--- src/rtl/control_sequencer.sv ---
// Microcode sequencer for the 8-bit bus computer: T-state counter plus {opcode, step, flags} decode.
// Optional EARLY_END_EN returns to T0 right after an instruction's last active execute step.
module control_sequencer #(
  parameter int unsigned NUM_STEPS = 5
) (
  input  logic        clk,
  input  logic        rst_n,
  input  logic        run,
  input  logic [3:0]  opcode,
  input  logic        flag_carry,
  input  logic        flag_zero,
  output logic [15:0] ctrl,
  output logic [2:0]  tstate
);

  localparam logic [15:0] Halt      = 16'h8000;
  localparam logic [15:0] MarLoad   = 16'h4000;
  localparam logic [15:0] RamLoad   = 16'h2000;
  localparam logic [15:0] RamOut    = 16'h1000;
  localparam logic [15:0] IrLoad    = 16'h0800;
  localparam logic [15:0] IrOut     = 16'h0400;
  localparam logic [15:0] ALoad     = 16'h0200;
  localparam logic [15:0] AOut      = 16'h0100;
  localparam logic [15:0] AluOut    = 16'h0080;
  localparam logic [15:0] AluSub    = 16'h0040;
  localparam logic [15:0] BLoad     = 16'h0020;
  localparam logic [15:0] OutLoad   = 16'h0010;
  localparam logic [15:0] PcInc     = 16'h0008;
  localparam logic [15:0] PcOut     = 16'h0004;
  localparam logic [15:0] PcLoad    = 16'h0002;
  localparam logic [15:0] FlagsLoad = 16'h0001;

  localparam logic [3:0] OpLda = 4'h1;
  localparam logic [3:0] OpAdd = 4'h2;
  localparam logic [3:0] OpSub = 4'h3;
  localparam logic [3:0] OpSta = 4'h4;
  localparam logic [3:0] OpLdi = 4'h5;
  localparam logic [3:0] OpJmp = 4'h6;
  localparam logic [3:0] OpJc  = 4'h7;
  localparam logic [3:0] OpJz  = 4'h8;
  localparam logic [3:0] OpOut = 4'hE;
  localparam logic [3:0] OpHlt = 4'hF;

  localparam logic [2:0] LastStep = 3'(NUM_STEPS - 1);

  logic [2:0]  step_q, step_d;
  logic        halted_q, halted_d;
  logic [15:0] word;

  always_ff @(posedge clk or negedge rst_n) begin
    if (!rst_n) begin
      step_q   <= 3'd0;
      halted_q <= 1'b0;
    end else begin
      step_q   <= step_d;
      halted_q <= halted_d;
    end
  end

`ifdef EARLY_END_EN
  logic [2:0] last_step;

  always_comb begin
    unique case (opcode)
      OpLda, OpSta: last_step = 3'd3;
      OpAdd, OpSub: last_step = 3'd4;
      default:      last_step = 3'd2;
    endcase
  end
`endif

  // Halted freezes the step at T2 and ignores run; HLT latches on the T2 edge.
  always_comb begin
    step_d   = step_q;
    halted_d = halted_q;
    if (!halted_q && run) begin
      if (step_q == 3'd2 && opcode == OpHlt) begin
        halted_d = 1'b1;
      end else if (step_q == LastStep) begin
        step_d = 3'd0;
`ifdef EARLY_END_EN
      end else if (step_q >= 3'd2 && step_q == last_step) begin
        step_d = 3'd0;
`endif
      end else begin
        step_d = step_q + 3'd1;
      end
    end
  end

  // Flags only matter in T2, where the conditional jumps decide.
  always_comb begin
    word = 16'h0;
    case (step_q)
      3'd0: word = PcOut | MarLoad;
      3'd1: word = RamOut | IrLoad | PcInc;
      3'd2: begin
        case (opcode)
          OpLda, OpAdd, OpSub, OpSta: word = IrOut | MarLoad;
          OpLdi: word = IrOut | ALoad;
          OpJmp: word = IrOut | PcLoad;
          OpJc:  word = flag_carry ? (IrOut | PcLoad) : 16'h0;
          OpJz:  word = flag_zero  ? (IrOut | PcLoad) : 16'h0;
          OpOut: word = AOut | OutLoad;
          OpHlt: word = Halt;
          default: word = 16'h0;
        endcase
      end
      3'd3: begin
        case (opcode)
          OpLda:        word = RamOut | ALoad;
          OpAdd, OpSub: word = RamOut | BLoad;
          OpSta:        word = AOut | RamLoad;
          default:      word = 16'h0;
        endcase
      end
      3'd4: begin
        case (opcode)
          OpAdd:   word = AluOut | ALoad | FlagsLoad;
          OpSub:   word = AluOut | AluSub | ALoad | FlagsLoad;
          default: word = 16'h0;
        endcase
      end
      default: word = 16'h0;
    endcase
  end

  always_comb begin
    ctrl = 16'h0;
    if (!rst_n) begin
      ctrl = 16'h0;
    end else if (halted_q) begin
      ctrl = Halt;
    end else if (run) begin
      ctrl = word;
    end
  end

  assign tstate = step_q;

endmodule
--- config.mk ---
export PLATFORM = sky130hd
export DESIGN_NAME = control_sequencer
export DESIGN_NICKNAME = d
export VERILOG_FILES = /design/src/rtl/control_sequencer.sv
export SDC_FILE = /design/constraint.sdc
export NUM_CORES = 1
export LEC_CHECK = 0
export CORE_MARGIN = 3
export CORE_UTILIZATION = 40
export CTS_CLUSTER_SIZE = 40
export DETAILED_ROUTE_END_ITERATION = 8
export PLACE_DENSITY = 0.79
export SYNTH_ARGS = -nofsm -noshare
export SYNTH_HDL_FRONTEND = slang
export SYNTH_SLANG_ARGS = --single-unit
--- constraint.sdc ---
create_clock -name clk -period 2.55 [get_ports clk]
set_input_delay 0.6375 -clock clk [delete_from_list [all_inputs] [get_ports clk]]
set_output_delay 0.6375 -clock clk [all_outputs]
set_load 0.01 [all_outputs]
==> run_results.csv, run 1 <==
group,metric,value,unit
final_layout,final_nets,140,
logic_synthesis,synth_area,602,sq um
clock_tree,cts-root-buf,"clkbuf_4",
clock_tree,clock_path_buffers,2,
sta,hold_viol,0,
worst_setup_path,worst_ep_required_time,1.91,ns
floorplan,die-height,44.8,um
global_routing,grt_usage,0.217,
floorplan,die_area,2010,sq um
final_layout,syn2layout_area_growth,79.8,%
worst_setup_path,endpoint,"ctrl[15]",
logic_synthesis,yosysSeqAreaShare,0.166,
sta,worst_pin_slew,0.306,ns
clock_tree,clk_latency,0.24,ns
global_routing,antenna_found_initial,0,
worst_setup_path,worstRegToRegCells,5,
worst_setup_path,rr_endpoint,"tstate[0]",
sta,setup-tns-final,0,ns
logic_synthesis,synth_cell_type_count,37,
drt,remaining_drc_errors,0,
floorplan,num_rows,13,
logic_synthesis,synth_edf_count,0,
logic_synthesis,synth_cells,76,
final_layout,layout_commonest_cell,"buf_4",
sta,setup_viol_count_final,0,
worst_setup_path,cp-start-kind,"primary input",
worst_setup_path,critical_path_class,"in2out",
worst_setup_path,cp_max_fo,7,
sta,final_max_slew_viol_count,0,
hold_path,holdCritPathClass,"in2async",
clock_tree,cts.clk_slew.worst_paths,0.04,ns
logic_synthesis,synthesis.nets,90,
final_layout,n_fill_cell,105,
logic_synthesis,synth_top_flop_cell,"dfrtp_1",
worst_setup_path,worst_setup_path_end_kind,"output pin",
drt,routedWlPerCell,14.2,um
sta,skew,0.00668,ns
global_routing,grt_pass1_wl,3260,um
logic_synthesis,ys_warn_count,0,
worst_setup_path,setup.worst_path.start,"opcode[1]",
final_layout,drive_above_1_share,0.435,
floorplan,start_util,0.446,
drt,drtAntennaViolNets,0,
drt,wl,1970,um
sta,max_slew_margin,0.796,
worst_setup_path,regToRegSetupSlack,0.74,ns
logic_synthesis,synth_seq_cells,4,
placed_design,gp_congestion,0.796,
power,power,767,uW
global_routing,grt_pass1_vias,773,
floorplan,io_pins,28,
sta,max_freq,395,MHz
floorplan,fp.dieW,44.8,um
worst_setup_path,worstPathArrival,1.89,ns
global_routing,grt_max_degree,11,
clock_tree,clock_sinks,4,
floorplan,core,1350,sq um
logic_synthesis,synth_area_per_cell,7.92,sq um
final_layout,mostFrequentLayoutCells,"25 x buf_4, 9 x dlygate4sd2_1, 7 x nand2_1, 7 x a21oi_1",
sta,fin_crit_sh,0.993,
worst_setup_path,r2r-start,"tstate[1]",
final_layout,antenna_cells,0,
placed_design,io_buffers,27,
outcome,status,"completed",
power,powerDensity,709,nW/um^2
power,ir_drop,0.000682,V
final_layout,fin_cells,139,
global_routing,grt_overflow,0,
clock_tree,hold_buffers,0,
placed_design,post-dp-hpwl,1470,um
power,p_leak,0.544,nW
logic_synthesis,async_flop_share,1.00,
placed_design,dp_slack,-0.717,ns
drt,vias_per_cell,5.59,
sta,setup_slack,0.0190,ns
sta,fin_crit,2.53,ns
drt,first_iter_violations,17,
placed_design,placed_cells,133,
clock_tree,cts_tree,"built",
flow_run,drv_cap,0,
sta,rsz0062_at_grt,"yes",
clock_tree,htree_levels,1,
drt,vias,777,
clock_tree,tritoncts.num_buffers,3,
drt,drt_first_pass_iters,4,
layout make-up:
class / count / area [sq um] / share of cell area
Clock buffer: 3 / 22.5 / 0.0208
Inverter: 6 / 22.5 / 0.0208
Multi-Input combinational cell: 59 / 503 / 0.465
Sequential cell: 4 / 100 / 0.0925
Tap cell: 15 / 18.8 / 0.0173
Timing Repair Buffer: 52 / 415 / 0.384
cell families after synthesis:
family	Yosys count	synth area share
flops	4	0.166
fa+ha+maj	5	0.104
buf+inv	13	0.112
compound gates	17	0.202
simple gates	33	0.331
mux	4	0.0852
how the worst min path moves through the flow:
stage	to	slack, ns	cells past startpoint
6_report	tstate[1]	0.48	2
3_3_place_gp	halted_q	0.51	1
3_5_place_dp	halted_q	0.53	1
5_1_grt	tstate[2]	0.47	2
4_1_cts	tstate[1]	0.46	2
2_1_floorplan	halted_q	0.34	0
state kept, by name, indices dropped and copies added, names as in the netlist:
register	count
tstate	3
halted_q	1
power by group:
part,internal (mW),switching (mW)
logic,0.298,0.270
registers,0.0956,0.0236
clock network,0.0527,0.0278
total,0.446,0.321
metrics by stage:
stage | hold slack, ns | cell area [sq um] | util
detailed placement | 0.527 | 1010 | 0.749
floorplan | 0.342 | 602 | -
global route | 0.474 | 1080 | 0.802
global placement | 0.505 | 1010 | 0.749
CTS | 0.462 | 1040 | 0.767
finish | 0.478 | 1080 | 0.802
repair_timing:
| item | CTS | global route |
|---|---|---|
| pin swaps | 3 | 1 |
| setup buffers | 1 | 2 |
| endpoints found under the setup margin | 16 | 6 |
| resized for setup | 59 | 11 |
routing by layer:
metal	routed length, um	part of all wire	track usage
met1	753	0.38	0.226
met2	1040	0.53	0.410
met3	147	0.075	0.0398
met4	28	0.014	0.105
met5	0	0	0
cells in the mapped netlist (2+ instances only):
| library cell | number | area, sq um |
|---|---|---|
| and3_1 | 2 | 12.5 |
| nor2b_1 | 2 | 12.5 |
| nand4b_1 | 2 | 17.5 |
| nand3b_1 | 2 | 15.0 |
| buf_4 | 2 | 15.0 |
| a21oi_1 | 7 | 35.0 |
| inv_1 | 6 | 22.5 |
| nor2_1 | 4 | 15.0 |
| nor4b_1 | 2 | 17.5 |
| or3_1 | 2 | 12.5 |
| nor3b_1 | 2 | 15.0 |
| buf_2 | 3 | 15.0 |
| nand4_1 | 2 | 12.5 |
| dfrtp_1 | 4 | 100 |
| nand2_1 | 7 | 26.3 |
| mux2_4 | 2 | 30.0 |
| ha_1 | 5 | 62.6 |
worst max-delay path: stages:
cell and delay, ns:
clkdlybuf4s15_2 0.25, buf_4 0.19, and3_4 0.15, a41o_1 0.24, and2_1 0.14, dlygate4sd2_1 0.27
Power figures use the tool's default switching activity.
==> inputs of run 2 (changes only) <==
CORE_MARGIN = 2   (was 3)
==> run_results.csv, run 2 (synthesis gave the netlist of run 1 again) <==
group,metric,value,unit
drt,wl,1920,um
global_routing,busiest_layer,"met2",
drt,vias_per_cell,5.58,
floorplan,die-height,42.8,um
final_layout,final_nets,139,
hold_path,holdCritPathClass,"in2async",
clock_tree,clock_path_buffers,2,
global_routing,grtUsageMet3,0.0255,
outcome,status,"completed",
sta,hold_ws,0.478,ns
final_layout,fin_cells,138,
sta,setup_slack,0.0196,ns
drt,remaining_drc_errors,0,
sta,skew,0.00330,ns
global_routing,grt_usage,0.216,
final_layout,antenna_cells,0,
clock_tree,clock_sinks,4,
clock_tree,clk_latency,0.23,ns
worst_setup_path,cp_max_fo,2,
drt,vias,770,
worst_setup_path,critical_path_class,"in2out",
global_routing,grt_max_degree,11,
sta,worst_pin_slew,0.329,ns
placed_design,dpl_cell_area,1010,sq um
floorplan,num_rows,13,
sta,hold_viol,0,
global_routing,grt_pass1_vias,726,
clock_tree,cts_tree,"built",
sta,setup_viol_count_final,0,
power,ir_drop,0.000562,V
sta,max_freq,395,MHz
final_layout,syn2layout_area_growth,76.9,%
global_routing,grt_pass1_wl,3090,um
power,p_leak,0.535,nW
worst_setup_path,worstPathArrival,1.89,ns
sta,setup-tns-final,0,ns
clock_tree,cts-root-buf,"clkbuf_4",
floorplan,fp.dieW,42.8,um
clock_tree,htree_levels,1,
worst_setup_path,worst_ep_required_time,1.91,ns
drt,drt_first_pass_iters,4,
clock_tree,cts.clk_slew.worst_paths,0.04,ns
placed_design,gp_congestion,0.794,
floorplan,io_pins,28,
placed_design,post-dp-hpwl,1460,um
clock_tree,tritoncts.num_buffers,3,
drt,drtAntennaViolNets,0,
sta,fin_crit_sh,0.992,
floorplan,core,1350,sq um
clock_tree,hold_buffers,0,
final_layout,layout_commonest_cell,"buf_4",
placed_design,placed_cells,133,
final_layout,largest_reg_flops,3,
global_routing,use_met1,0.247,
final_layout,drive_above_1_share,0.407,
floorplan,die_area,1830,sq um
global_routing,met2_usage,0.412,
final_layout,mostFrequentLayoutCells,"24 x buf_4, 14 x dlygate4sd2_1, 7 x nand2_1, 7 x a21oi_1",
sta,final_max_slew_viol_count,0,
drt,routedWlPerCell,13.9,um
floorplan,start_util,0.446,
flow_run,drv_cap,0,
sta,fin_crit,2.53,ns
placed_design,io_buffers,27,
sta,rsz0062_at_grt,"yes",
drt,first_iter_violations,11,
sta,max_slew_margin,0.780,
worst_setup_path,worst_setup_path_end_kind,"output pin",
final_layout,final_area,1060,sq um
placed_design,dp_slack,-0.740,ns
final_layout,n_fill_cell,99,
global_routing,grt_overflow,0,
power,powerDensity,754,nW/um^2
worst_setup_path,cp-start-kind,"primary input",
global_routing,antenna_found_initial,0,
run 2: cell count changes in the layout (fill, tap and decap cells not counted), sizes merged:
cell | previous run | this run
clkdlybuf4s50 | 4 | 5
clkbuf | 5 | 4
dlygate4sd2 | 9 | 14
buf | 31 | 30
dlymetal6s2s | 1 | 0
clkdlybuf4s15 | 5 | 1
run 2: worst paths after layout:
path,startpoint,endpoint,slack (ns),depth (start not counted)
setup reg to reg,tstate[0],tstate[2],0.79,6
setup / recovery,flag_carry,ctrl[10],0.02,5
hold reg to reg,halted_q,halted_q,0.53,1
hold / removal,rst_n,tstate[0],0.48,2
min in group clk,halted_q,halted_q,0.53,1
max in group asynchronous,rst_n,tstate[1],1.97,2
run 2: critical path, cell delays in order:
cell and delay [ns]:
clkdlybuf4s50_1 0.46, nor2b_1 0.06, mux2_4 0.27, a2111oi_4 0.28, buf_2 0.18
run 2: repair_timing:
| item | 4_1_cts | 5_1_grt |
|---|---|---|
| pin swaps | 4 | 2 |
| gates cloned | 0 | 0 |
| gates resized for setup | 54 | 7 |
| setup endpoints to repair | 16 | 7 |
| setup buffers | 1 | 1 |
run 2: per-stage QoR:
stage | utilization | power, mW
global placement | 0.749 | 0.626
floorplan | - | 0.403
global route | 0.789 | 0.866
detailed placement | 0.749 | 0.648
CTS | 0.766 | 0.763
finish | 0.789 | 0.803
run 2: per-layer routing:
metal / wire length (um) / vias to the layer above / part of all wire
li1: - / 380 / -
met1: 753 / 367 / 0.39
met2: 1070 / 21 / 0.56
met3: 84 / 2 / 0.044
met4: 14 / 0 / 0.0073
met5: 0 / - / 0
run 2: report_power, final:
group	internal, mW	total, mW	switching [mW]	leakage [nW]
registers	0.0957	0.119	0.0237	0.0489
clock network	0.0524	0.0748	0.0224	0.0138
logic	0.327	0.609	0.282	0.472
total	0.475	0.803	0.328	0.535
run 2: cell type report:
class / instances / area (sq um) / area share
multi-input cells: 59 / 502 / 0.471
clock buffers: 3 / 22.5 / 0.0212
flip-flops and latches: 4 / 100 / 0.0940
inverters: 6 / 22.5 / 0.0212
well taps: 15 / 18.8 / 0.0176
repair buffers: 51 / 399 / 0.375
